$ cat config.mk
export PLATFORM = sky130hd
export DESIGN_NAME = motoro3_step_sequencer
export DESIGN_NICKNAME = d
export VERILOG_FILES = /design/src/rtl/motoro3_step_sequencer.sv
export SDC_FILE = /design/constraint.sdc
export NUM_CORES = 1
export LEC_CHECK = 0
export CAP_MARGIN = 20
export CORE_UTILIZATION = 50
export DETAILED_ROUTE_END_ITERATION = 10
export PLACE_DENSITY = 0.87
export SYNTH_ARGS = -nofsm -noshare
export SYNTH_HDL_FRONTEND = slang
export SYNTH_SLANG_ARGS = --single-unit
$ cat constraint.sdc
create_clock -name clk -period 5.7 [get_ports clk]
set_clock_uncertainty 0.2 [all_clocks]
set_input_delay 1.14 -clock clk [delete_from_list [all_inputs] [get_ports clk]]
set_output_delay 1.14 -clock clk [all_outputs]
set_load 0.02 [all_outputs]
$ cat src/rtl/motoro3_step_sequencer.sv
// rtl/motoro3_step_sequencer.sv - commutation step sequencer with open-loop soft-start ramp
module motoro3_step_sequencer #(
    parameter int STEP_LAST = 11,
    parameter int PER_MIN   = 3
) (
    input  logic        clk,
    input  logic        nRst,
    input  logic        m3r_run,
    input  logic [24:0] m3r_stepLenStart,
    input  logic [24:0] m3r_stepLenMin,
    input  logic [15:0] m3r_accelDec,
    input  logic [15:0] m3r_plLenStart,
    input  logic [15:0] m3r_plLenRun,
    output logic [3:0]  sgStep,
    output logic [15:0] plLen,
    output logic [24:0] m3cnt,
    output logic        m3cntLast2,
    output logic        m3cntLast1,
    output logic        running,
    output logic        ramping
);

    typedef enum logic [1:0] {
        IDLE = 2'd0,
        RAMP = 2'd1,
        RUN  = 2'd2
    } state_t;

    localparam logic [24:0] PER_FLOOR = 25'(PER_MIN);
    localparam logic [3:0]  STEP_MAX  = 4'(STEP_LAST);

    state_t      state, state_nxt;
    logic [24:0] cur_per, cur_per_nxt;
    logic [3:0]  step_nxt;
    logic [15:0] pl_len_nxt;
    logic [24:0] cnt_nxt;

    logic [24:0] eff_start;
    logic [24:0] eff_min;
    logic [25:0] ramp_diff;
    logic        ramp_done;

    // Periods below the floor are clamped; the ramp ends on borrow or on reaching the target.
    always_comb begin
        eff_start = (m3r_stepLenStart < PER_FLOOR) ? PER_FLOOR : m3r_stepLenStart;
        eff_min   = (m3r_stepLenMin < PER_FLOOR) ? PER_FLOOR : m3r_stepLenMin;
        ramp_diff = {1'b0, cur_per} - {10'd0, m3r_accelDec};
        ramp_done = ramp_diff[25] || (ramp_diff[24:0] <= eff_min);
    end

    // State and datapath registers, all on the falling edge.
    always_ff @(negedge clk or negedge nRst) begin
        if (!nRst) begin
            state   <= IDLE;
            cur_per <= '0;
            sgStep  <= '0;
            plLen   <= '0;
            m3cnt   <= '0;
        end else begin
            state   <= state_nxt;
            cur_per <= cur_per_nxt;
            sgStep  <= step_nxt;
            plLen   <= pl_len_nxt;
            m3cnt   <= cnt_nxt;
        end
    end

    // Next-state: start from IDLE, count down, and apply step-boundary actions at m3cnt==0.
    always_comb begin
        state_nxt   = state;
        cur_per_nxt = cur_per;
        step_nxt    = sgStep;
        pl_len_nxt  = plLen;
        cnt_nxt     = m3cnt;
        case (state)
            IDLE: begin
                if (m3r_run) begin
                    step_nxt = '0;
                    if (eff_start > eff_min) begin
                        state_nxt   = RAMP;
                        cur_per_nxt = eff_start;
                        pl_len_nxt  = m3r_plLenStart;
                    end else begin
                        state_nxt   = RUN;
                        cur_per_nxt = eff_min;
                        pl_len_nxt  = m3r_plLenRun;
                    end
                    cnt_nxt = cur_per_nxt - 25'd1;
                end
            end
            RAMP, RUN: begin
                if (m3cnt != '0) begin
                    cnt_nxt = m3cnt - 25'd1;
                end else if (!m3r_run) begin
                    state_nxt   = IDLE;
                    cur_per_nxt = '0;
                    step_nxt    = '0;
                    pl_len_nxt  = '0;
                    cnt_nxt     = '0;
                end else begin
                    step_nxt = (sgStep == STEP_MAX) ? 4'd0 : sgStep + 4'd1;
                    if (state == RAMP && !ramp_done) begin
                        cur_per_nxt = ramp_diff[24:0];
                        pl_len_nxt  = m3r_plLenStart;
                    end else begin
                        state_nxt   = RUN;
                        cur_per_nxt = eff_min;
                        pl_len_nxt  = m3r_plLenRun;
                    end
                    cnt_nxt = cur_per_nxt - 25'd1;
                end
            end
            default: begin
                state_nxt   = IDLE;
                cur_per_nxt = '0;
                step_nxt    = '0;
                pl_len_nxt  = '0;
                cnt_nxt     = '0;
            end
        endcase
    end

    // Strobes and status decoded from registered state and counter only.
    always_comb begin
        running    = (state != IDLE);
        ramping    = (state == RAMP);
        m3cntLast2 = running && (m3cnt == 25'd1);
        m3cntLast1 = running && (m3cnt == 25'd0);
    end

endmodule

==> results of run 1 <==
## through the flow
step                      cell area (um2)  worst slack, ps  hold slack, ps  setup TNS (ps)
after CTS                           15500            -2900             243         -181540
after detailed placement            13300            -3990             233         -246850
after global placement              13300            -3550             223         -228730
after floorplan                      9320            -2970             214         -164370
## cell usage after synthesis (8+ instances only)
master                     number
sky130_fd_sc_hd__nand2_1      126
sky130_fd_sc_hd__mux2i_1       55
sky130_fd_sc_hd__clkbuf_1      58
sky130_fd_sc_hd__xor2_1        30
sky130_fd_sc_hd__a211oi_1      10
sky130_fd_sc_hd__or3_1         12
sky130_fd_sc_hd__mux2_2        19
sky130_fd_sc_hd__o22a_1         8
sky130_fd_sc_hd__nor2_1        85
sky130_fd_sc_hd__or4_1         11
sky130_fd_sc_hd__xnor2_1       50
sky130_fd_sc_hd__or2_2          8
sky130_fd_sc_hd__a21oi_1       62
sky130_fd_sc_hd__o21a_1         8
sky130_fd_sc_hd__o21ai_0       78
sky130_fd_sc_hd__nand4_1       18
sky130_fd_sc_hd__a31oi_1       13
sky130_fd_sc_hd__a21o_1         9
sky130_fd_sc_hd__a22o_1        14
sky130_fd_sc_hd__nand3_1       28
sky130_fd_sc_hd__o22ai_1       14
sky130_fd_sc_hd__ha_1          72
sky130_fd_sc_hd__inv_1         61
sky130_fd_sc_hd__dfrtn_1       72
sky130_fd_sc_hd__nand2b_1      10
sky130_fd_sc_hd__o211ai_1      13
sky130_fd_sc_hd__nor4_1        21
sky130_fd_sc_hd__buf_2         11
sky130_fd_sc_hd__nor3_1        49
sky130_fd_sc_hd__a22oi_1       27
## logic make-up after synthesis
logic type	Yosys count
and+or+nand+nor	412
AOI/OAI and AO/OA	317
buffers and inverters	142
xor gates and xnor gates	82
muxes	75
adders and majority gates	73
DFF	72
## layer usage
layer,GRT usage [%],GRT overflow
met4,77.0,31
met3,68.3,4
met5,49.2,0
met1,80.9,1
met2,91.3,41
## what timing repair did
action / CTS
gates resized for setup: 322
setup endpoints to repair: 86
endpoints found under the hold margin: 0
gates cloned: 8
pin swaps: 127
buffers inserted: 77
==> flow_results.org, run 1 <==
** Run status
- Run status :: did not finish
- Terminating stage of the flow :: global routing (5_1_grt)
- The tool reported: "[ERROR GRT-0116] Global routing finished with congestion. Check the congestion regions in the DRC Viewer".

** Logic synthesis
- Top post-synthesis cells by area :: sky130_fd_sc_hd__dfrtn_1 (20%), sky130_fd_sc_hd__ha_1 (10%), sky130_fd_sc_hd__mux2i_1 (6.1%)
- Multiplexer cells account for 8.62% of the synthesized area.
- Combinational family with the most area after synthesis :: compound AO/OA/AOI/OAI gates
- Each instance of the synthesized netlist takes up on average 7.67 um2.
- In this run the biggest area consumer among cell types represents 20.0% of the synthesized area.
- Synthesized-area fraction occupied by ao, oa, aoi and oai cells :: 23.4%
- Sequential cells were found to cover 20.0% of the synthesized design area.
- Count of distinct cell types in the synthesized netlist :: 85
- During synthesis, Yosys emitted a total of 0 warnings.
- The synthesized netlist devotes 23.0% of its cell area to simple gates.
- For this run, asynchronously set or reset flops after synthesis account for 100%.
- Synth area leader :: sky130_fd_sc_hd__dfrtn_1
- Gate count after technology mapping :: 1173
- Share of the synthesized netlist area taken by xor and xnor gates :: 8.22%
- Syn Std Cell Area :: 9000 um2
- Number of flops mapped to enable cells by yosys :: 0
- The synthesized netlist devotes 10.2% of its cell area to adder and majority cells.
- Dominant synthesized flop cell :: sky130_fd_sc_hd__dfrtn_1
- Synthesized netlist net count :: 1347
- Post-synthesis register bit count :: 72

** Global routing
- Pin count of the biggest net entering global routing :: 42
- The first global-routing pass estimated 109000 um of wire.
- Across every metal layer, demand over resource in global routing totals 79.8%.
- Total congestion overflow :: 77
- The via count of the first global-routing pass was 16842.

** Clocking
- CTS placed an instance of sky130_fd_sc_hd__clkbuf_16 at the clock tree root.
- In this run the deepest clock path goes through 2 buffers.
- The H-tree was split into 3 levels.
- Hold repair after CTS inserted 0 buffers.
- Clock sink count :: 72
- Total CTS buffers :: 9

** Place
- Cell count after placement :: 1818
- Input and output buffers added on the ports amount to 149.
- Detailed placement finished with a half-perimeter wire length of 32300 um.
- Gpl congestion :: 1.14

** Floorplanning
- After floorplanning, the core was divided into 48 placement rows.
- Pin placement for this block handled 150 I/O pins.
- Die span in x :: 136 um
- Die height :: 136 um
- Initial standard-cell utilization of the core :: 51.7%
==> run 2, diff against run 1 <==
--- a/config.mk
+++ b/config.mk
@@ -6,9 +6,9 @@
 export NUM_CORES = 1
 export LEC_CHECK = 0
 export CAP_MARGIN = 20
-export CORE_UTILIZATION = 50
+export CORE_UTILIZATION = 35
 export DETAILED_ROUTE_END_ITERATION = 10
-export PLACE_DENSITY = 0.87
+export PLACE_DENSITY_LB_ADDON = 0.15
 export SYNTH_ARGS = -nofsm -noshare
 export SYNTH_HDL_FRONTEND = slang
 export SYNTH_SLANG_ARGS = --single-unit
==> constraint.sdc (replaced) <==
create_clock -name clk -period 7.41 [get_ports clk]
set_clock_uncertainty 0.2 [all_clocks]
set_input_delay 1.482 -clock clk [delete_from_list [all_inputs] [get_ports clk]]
set_output_delay 1.482 -clock clk [all_outputs]
set_load 0.02 [all_outputs]
==> flow_results.org, run 2 <==
** Run status
- Run status :: finished, violations left (was did not finish)
- The final reports fail on negative setup slack.

** Place
- Gpl congestion :: 0.999 (was 1.14)
- The count of buffers from port buffering is 149 (unchanged).
- Placed inst area :: 13200 um2 (was 13300 um2)
- Post-DP HPWL :: 31600 um (was 32300 um)

** Logic synthesis
- Synth area leader :: sky130_fd_sc_hd__dfrtn_1 (unchanged)
- The count of unique library cells instantiated by Yosys is 85 (unchanged).
- Yosys warnings :: 0 (unchanged)
- The dominant cell by count in the synthesized netlist was sky130_fd_sc_hd__nand2_1 (unchanged).
- Synth cell count leaders: sky130_fd_sc_hd__nand2_1 (126), sky130_fd_sc_hd__nor2_1 (85), sky130_fd_sc_hd__o21ai_0 (78), sky130_fd_sc_hd__dfrtn_1 (72), sky130_fd_sc_hd__ha_1 (72) (unchanged).
- Gate count after technology mapping :: 1173 (unchanged)
- Syn Std Cell Area :: 9000 um2 (unchanged)
- Post-synthesis register bit count :: 72 (unchanged)
- Post-synth top area share :: 20.0% (unchanged)
- Top post-synthesis cells by area: sky130_fd_sc_hd__dfrtn_1 (20%), sky130_fd_sc_hd__ha_1 (10%), sky130_fd_sc_hd__mux2i_1 (6.1%) (unchanged).
- Proportion of synthesized chip area in sequential cells :: 20.0% (unchanged)
- Synthesized area divided by synthesized cell count :: 7.67 um2 (unchanged)
- The proportion of register bits with asynchronous set or reset after synthesis is 100% (unchanged).
- Synthesized netlist net count :: 1347 (unchanged)
- The most frequently used flop master after synthesis is sky130_fd_sc_hd__dfrtn_1 (unchanged).
- Number of flops mapped to enable cells by yosys :: 0 (unchanged)

** Clocking
- After clock tree synthesis, the clock-pin slew on the worst setup and hold paths is 50 ps.
- The number of buffers inserted during clock tree synthesis is 9 (unchanged).
- Clk_lat worst skew :: 360 ps
- Number of levels the H-tree was split into :: 3 (unchanged)
- The count of hold-fix buffers inserted at cts came to 0 (unchanged).
- The number of clock sinks is 72 (unchanged).
- CTS tree :: built
- Number of buffers between clock root and the deepest sink :: 2 (unchanged)
- The root buffer cell is sky130_fd_sc_hd__clkbuf_16 (unchanged).

** Layout
- Commonest cells after routing, fill and taps aside :: sky130_fd_sc_hd__buf_4 (388), sky130_fd_sc_hd__nand2_1 (114), sky130_fd_sc_hd__clkdlybuf4s50_1 (114), sky130_fd_sc_hd__nor2_1 (77), sky130_fd_sc_hd__dfrtn_1 (72)
- The area growth from synthesis to layout is 76.9%.
- Area of all placed cells without fillers :: 15900 um2
- Footprint of the multi-input gates :: 8030 um2
- Layout cell share with drive strength beyond 1 :: 42.0%
- Reg area :: 1800 um2
- Leaving out fill and tap cells, the most frequent cell in the layout is sky130_fd_sc_hd__buf_4.
- Once layout is complete, the utilization of the core stands at 63.2%.
- Largest registers ranked by flip-flop count :: cur_per (25), m3cnt (25), plLen (16)
- Fillers :: 2121
- At the end of the flow, the number of nets in the layout was 1867.

** Route
- The first TritonRoute pass finished after 6 iterations.
- Detailed routing inserted a total of 11535 vias.
- For this block, the initial DRC count from the detailed router was 1102.
- Wires add up to 43600 um.
- Dividing the detail-routed wire length by the instance count gives 21.5 um.
- Number of design rule violations left after detail routing :: 0
- In the routed layout, each cell is associated on average with a via count of 5.69.
- The count of nets left with antenna violations once routing finished came out at 0.

** Global routing
- Global routing used 52.4% of the available met2 tracks.
- Pin count of the biggest net entering global routing :: 40
- Global routing consumed, on the met1 layer, 44.4% of the routing resources.
- For met3 alone, demand over resource in global routing was 4.15%.
- Busiest grt layer :: met2
- Initial antenna violation count :: 1
- Global routing consumed, over all layers together, 32.7% of the routing resources.
- First-pass GRT wire length :: 65400 um
- Vias in the first global route :: 11293
- Summed over all layers, the global routing overflow is 0.

** Critical path
- STA puts the critical path data required time at 3700 ps.
- CP Class :: input port to flip-flop
- Data arrival time of the worst path :: 6230 ps
- STA classifies the critical path endpoint as a flip-flop.
- The cell that appears most often on the critical path is sky130_fd_sc_hd__nand2_4.
- The number of buffers and inverters on the critical path is 6.
- In this design, the largest share of critical-path delay is due to compound AO/OA/AOI/OAI gates.
- Slowest stage cell, crit path :: sky130_fd_sc_hd__fa_2
- Crit start category :: input port
- CP peak stage delay :: 360 ps
- Max FO, Critical Path :: 5

** Floorplanning
- The number of placed I/O pins was 150 (unchanged).
- The starting utilization of the core area is 35.7% (was 51.7%).
- The floorplan step defined a die boundary enclosing 26400 um2.
- Num rows :: 58 (was 48)
- Die height :: 162 um (was 136 um)
- The core region is 25200 um2.
- Die span in x :: 162 um (was 136 um)

** Flow run
- Max-cap violation count :: 0

** Power
- Power comes to 6.09 mW.
- For this design the static power due to leakage is 7.11 nW.
- IR Drop Worst-Case VDD :: 0.226 mV
- Pwr per Cell Area :: 383 nW/um2

** STA
- Final Slew Violations :: 0
- Setup repair after global routing missed its margin :: true
- In the post-route analysis, the smallest setup slack over all paths is -2530 ps.
- In this run the tightest slew margin relative to its limit is 42.9%.
- The number of hold violations in the final report came to 0.
- Worst Tran Pin Value :: 855 ps
- Hold timing on the final database bottoms out at a slack of 232 ps.
- Setup_tns :: -147640 ps
- Setup violations remaining at the end of the flow were counted as 69.

** Min path
- The min-delay analysis places its worst path in the category flip-flop to flip-flop.
[run 2: final cells by class]
cell class / count / area share [%]
flip-flops and latches: 72 / 11.3
inverters: 63 / 1.58
clock buffers: 9 / 1.41
repair buffers: 588 / 32.3
diodes: 1 / 0.0157
clock inverters: 7 / 0.401
well taps: 330 / 2.59
multi-input cells: 959 / 50.4
[run 2: kinds of logic after synthesis]
| family | share of synthesized area [%] |
|---|---|
| simple gates | 23.0 |
| xor+xnor | 8.22 |
| compound gates | 23.4 |
| mux | 8.62 |
| fa+ha+maj | 10.2 |
| buf+inv | 6.56 |
| flops | 20.0 |
[run 2: what timing repair did]
item / 4_1_cts / 5_1_grt
pin swaps: 111 / 73
setup endpoints to repair: 70 / 70
resized for setup: 302 / 83
gates cloned: 5 / 1
setup buffers: 102 / 22
[run 2: tightest hold or removal path: cells and delay by family (launching register included)]
family | cells | cell delay [ps]
compound gates | 1 | 70
flops | 1 | 400
simple gates | 1 | 40
[run 2: worst paths after layout]
kind	startpoint	endpoint	depth (start not counted)	slack, ps
worst min-delay path	plLen[10]$_DFFE_NN0P_	plLen[10]$_DFFE_NN0P_	2	230
max in group asynchronous	nRst	cur_per[1]$_DFFE_NN0P_	2	1860
min in group asynchronous	nRst	sgStep[0]$_DFFE_NN0P_	1	4490
worst min register to register	plLen[10]$_DFFE_NN0P_	plLen[10]$_DFFE_NN0P_	2	230
worst max-delay path	m3r_accelDec[0]	m3cnt[18]$_DFFE_NN0P_	30	-2530
worst max register to register	cur_per[0]$_DFFE_NN0P_	m3cnt[18]$_DFFE_NN0P_	30	1890
[run 2: report_power, final]
| part | switching, mW | internal, mW | total (mW) |
|---|---|---|---|
| Clock | 0.219 | 0.235 | 0.454 |
| Combinational | 2.52 | 2.37 | 4.89 |
| Sequential | 0.166 | 0.579 | 0.744 |
| Total | 2.90 | 3.19 | 6.09 |
[run 2: stage by stage]
step                      worst slack (ps)  instances
after floorplan                      -2460       1173
after global placement               -3130       1894
after detailed placement             -3290       1894
after CTS                            -2250       2013
after global routing                 -2680       2029
final                                -2530       2029
[run 2: per-layer routing]
metal	vias to the layer above	wire length [um]	share of wire, %
met1	5511	18700	43
met2	542	19900	46
met3	126	3160	7.2
li1	5356	-	-
met5	-	0	0
met4	0	1820	4.2
Note: power is estimated with default switching activity, not from simulation.
==> run 3, diff against run 2 <==
--- a/config.mk
+++ b/config.mk
@@ -8,6 +8,7 @@
 export CAP_MARGIN = 20
 export CORE_UTILIZATION = 35
 export DETAILED_ROUTE_END_ITERATION = 10
+export GPL_TIMING_DRIVEN = 0
 export PLACE_DENSITY_LB_ADDON = 0.15
 export SYNTH_ARGS = -nofsm -noshare
 export SYNTH_HDL_FRONTEND = slang
==> flow_results.org, run 3 (synthesized netlist as in run 2, its figures left out) <==
** Critical path
- The most used cell along the critical path is sky130_fd_sc_hd__buf_4 (was sky130_fd_sc_hd__nand2_4).
- Worst setup EP type :: flip-flop (unchanged)
- Data arrival time of the worst path :: 6400 ps (was 6230 ps)
- CP Class :: input port to flip-flop (unchanged)
- Crit start category :: input port (unchanged)
- Worst reg2reg path endpoint :: m3cnt[22]$_DFFE_NN0P_ (was m3cnt[18]$_DFFE_NN0P_)
- The data required time at the worst endpoint came to 3680 ps (was 3700 ps).
- Max FO, Critical Path :: 4 (was 5)
- Critical Path Stages :: 28 (was 30)
- Slowest stage cell, crit path :: sky130_fd_sc_hd__fa_2 (unchanged)
- Start point of the critical path :: m3r_accelDec[0] (unchanged)
- The capture point of the critical path was m3cnt[22]$_DFFE_NN0P_ (was m3cnt[18]$_DFFE_NN0P_).
- Number of cells on the worst reg-to-reg path :: 28 (was 30)
- The highest cell delay on the worst timing path came to 410 ps (was 360 ps).
- The number of buffer and inverter stages on the critical path is 7 (was 6).
- Family of cells with the greatest summed delay on the critical path :: compound AO/OA/AOI/OAI gates (unchanged)
- The internal reg-to-reg setup slack came to 1720 ps (was 1890 ps).
- The start of the worst register-to-register path was cur_per[0]$_DFFE_NN0P_ (unchanged).

** STA
- Setup repair after global routing missed its margin: true (unchanged).
- Relative max-transition margin :: 17.4% (was 42.9%)
- The setup violation total in the final timing report came to 70 (was 69).
- The number of hold violations in the final report came to 0 (unchanged).
- Worst Tran Pin Value :: 1240 ps (was 855 ps)
- Final worst-path setup slack :: -2720 ps (was -2530 ps)
- The count of pins over their slew limit was 0 (unchanged).

** Layout
- The synthesis-to-finish area growth was 58.0% (was 76.9%).
- Layout cell share with drive strength beyond 1 :: 31.7% (was 42.0%)
- Count of nets after finishing :: 1632 (was 1867)
- The number of fillers in the final layout was 2279 (was 2121).
- The number of antenna diodes came to 0 (was 1).
- Most frequent standard cell in the layout excluding fill and tap cells :: sky130_fd_sc_hd__nand2_1 (was sky130_fd_sc_hd__buf_4)
- Largest registers ranked by flip-flop count: cur_per (25), m3cnt (25), plLen (16) (unchanged).
- Commonest cells after routing, fill and taps aside: sky130_fd_sc_hd__nand2_1 (114), sky130_fd_sc_hd__buf_4 (112), sky130_fd_sc_hd__clkdlybuf4s50_1 (91), sky130_fd_sc_hd__nor2_1 (76), sky130_fd_sc_hd__dfrtn_1 (72) (was sky130_fd_sc_hd__buf_4 (388), sky130_fd_sc_hd__nand2_1 (114), sky130_fd_sc_hd__clkdlybuf4s50_1 (114), sky130_fd_sc_hd__nor2_1 (77), sky130_fd_sc_hd__dfrtn_1 (72)).
- Final cell count without fillers :: 1793 (was 2029)

** Power
- Pwr per Cell Area :: 381 nW/um2 (was 383 nW/um2)
- The internal cell power came to 2.69 mW (was 3.19 mW).
- The worst voltage drop across the vdd grid came to 0.175 mV (was 0.226 mV).
- The portion of total power attributed to sequential cells came to 14.1% (was 12.2%).
- Share of total power in combinational logic :: 75.9% (was 80.3%)
- The switching share of total power was 50.3% (was 47.6%).
- Static leakage :: 5.91 nW (was 7.11 nW)
- The total net switching power was 2.72 mW (was 2.90 mW).
- The portion of total power attributed to the clock network was 10.0% (was 7.5%).
- Total Power :: 5.42 mW (was 6.09 mW)

** Route
- Router iterations before antenna repair :: 6 (unchanged)
- The detail-routed via count per cell came to 5.85 (was 5.69).
- The number of routed nets with antenna violations was 0 (unchanged).
- The wire length reported by the detailed router is 42000 um (was 43600 um).
- Routed wirelength normalized by instance count :: 23.4 um (was 21.5 um)
- The number of design rule violations left after detail routing came to 0 (unchanged).
- The total number of vias was 10487 (was 11535).
- The number of DRC markers in iteration 0 came to 951 (was 1102).

** Floorplanning
- The die height was 162 um (unchanged).
- The area of the core was 25200 um2 (unchanged).
- The die extent in x was 162 um (unchanged).
- The number of placed I/O pins is 150 (unchanged).
- The die area is 26400 um2 (unchanged).
- The starting utilization of the core area was 35.7% (unchanged).
- Num rows :: 58 (unchanged)

** Flow run
- The number of max-cap violations is 0 (unchanged).

** Clocking
- The count of hold-fix buffers inserted at cts is 0 (unchanged).
- The maximum number of buffers from clock root to sink is 2 (unchanged).
- Clock sink count :: 72 (unchanged)
- The root buffer cell is sky130_fd_sc_hd__clkbuf_16 (unchanged).
- The H-tree depth was 3 (unchanged).
- The CTS tree was built (unchanged).
- The number of buffers inserted during clock tree synthesis is 9 (unchanged).
- The clock transition time at the flip-flop clock pins of the worst setup and hold paths came to 50 ps (about the same).
- The insertion delay of the later-clocked pin in the worst-skew pair came to 360 ps (about the same).

** Global routing
- The final global-route overflow total came to 0 (unchanged).
- Pin count of the biggest net entering global routing :: 50 (was 40)
- Aggregate global-route resource usage :: 30.9% (was 32.7%)
- Initial antenna violation count :: 0 (was 1)
- The via count of the first global-routing pass came to 10138 (was 11293).
- First-pass GRT wire length :: 61300 um (was 65400 um)

** Run status
- Violated checks :: negative setup slack (unchanged)
- Run status :: finished, violations left (unchanged)

** Place
- The post-placement cell count came to 1649 (was 1894).
- The count of buffers from port buffering is 145 (was 149).
- The routability congestion estimate was 0.985 (was 0.999).
- Post-DP HPWL :: 30500 um (was 31600 um)

** Min path
- The classification of the worst-slack hold path is flip-flop to flip-flop (unchanged).
- Startpoint of the worst hold path :: cur_per[0]$_DFFE_NN0P_ (was plLen[10]$_DFFE_NN0P_)
## run 3: power by group through the flow
| stage | clock network (mW) | logic, mW | registers (mW) |
|---|---|---|---|
| 2_1_floorplan | 0 | 1.89 | 0.833 |
| 3_3_place_gp | 0 | 3.02 | 0.741 |
| 3_5_place_dp | 0 | 3.04 | 0.745 |
| 4_1_cts | 0.543 | 3.66 | 0.761 |
| 5_1_grt | 0.556 | 4.38 | 0.790 |
| 6_report | 0.540 | 4.11 | 0.765 |
## run 3: area by class of cell
class / count / area, um2 / area share [%]
Multi-Input combinational cell: 959 / 8220 / 57.8
Timing Repair Buffer: 277 / 2590 / 18.2
Sequential cell: 72 / 1800 / 12.7
Buffer: 76 / 583 / 4.10
Tap cell: 330 / 413 / 2.90
Inverter: 63 / 259 / 1.82
Clock buffer: 9 / 225 / 1.58
Clock inverter: 7 / 120 / 0.845
## run 3: timing repair
action / 4_1_cts / 5_1_grt
setup buffers: 86 / 38
endpoints found under the setup margin: 71 / 72
resized for setup: 366 / 135
pin swaps: 101 / 73
cloned: 0 / 8
## run 3: per-layer routing
metal / global-route usage [%] / wire length (um) / up-vias
met5: 0 / 0 / -
met4: 13.4 / 2090 / 0
met3: 4.25 / 2610 / 127
met2: 49.5 / 19200 / 479
met1: 41.3 / 18100 / 4990
li1: - / - / 4891
## run 3: per-stage QoR
stage / setup WS, ps / TNS, ps / hold slack, ps / util, % / area [um2]
after global placement: -4630 / -378840 / 223 / 44.2 / 11100
after global routing: -2900 / -163400 / 256 / 56.5 / 14200
final: -2720 / -151030 / 233 / 56.5 / 14200
after CTS: -2540 / -137450 / 234 / 52.6 / 13200
after detailed placement: -4520 / -241050 / 230 / 44.3 / 11100
after floorplan: -2460 / -129160 / 214 / - / 9250
## run 3: worst min path at each step
stage | to | slack [ps] | cells after the start
5_1_grt | cur_per[0]$_DFFE_NN0P_ | 260 | 2
6_report | cur_per[0]$_DFFE_NN0P_ | 230 | 2
3_5_place_dp | plLen[6]$_DFFE_NN0P_ | 230 | 2
3_3_place_gp | plLen[13]$_DFFE_NN0P_ | 220 | 2
4_1_cts | plLen[3]$_DFFE_NN0P_ | 230 | 2
2_1_floorplan | cur_per[14]$_DFFE_NN0P_ | 210 | 2
## run 3: tightest hold or removal path, stage by stage (launching register included)
cell                      delay [ps]
sky130_fd_sc_hd__dfrtn_1         400
sky130_fd_sc_hd__nand2_1          50
sky130_fd_sc_hd__o21ai_1          60
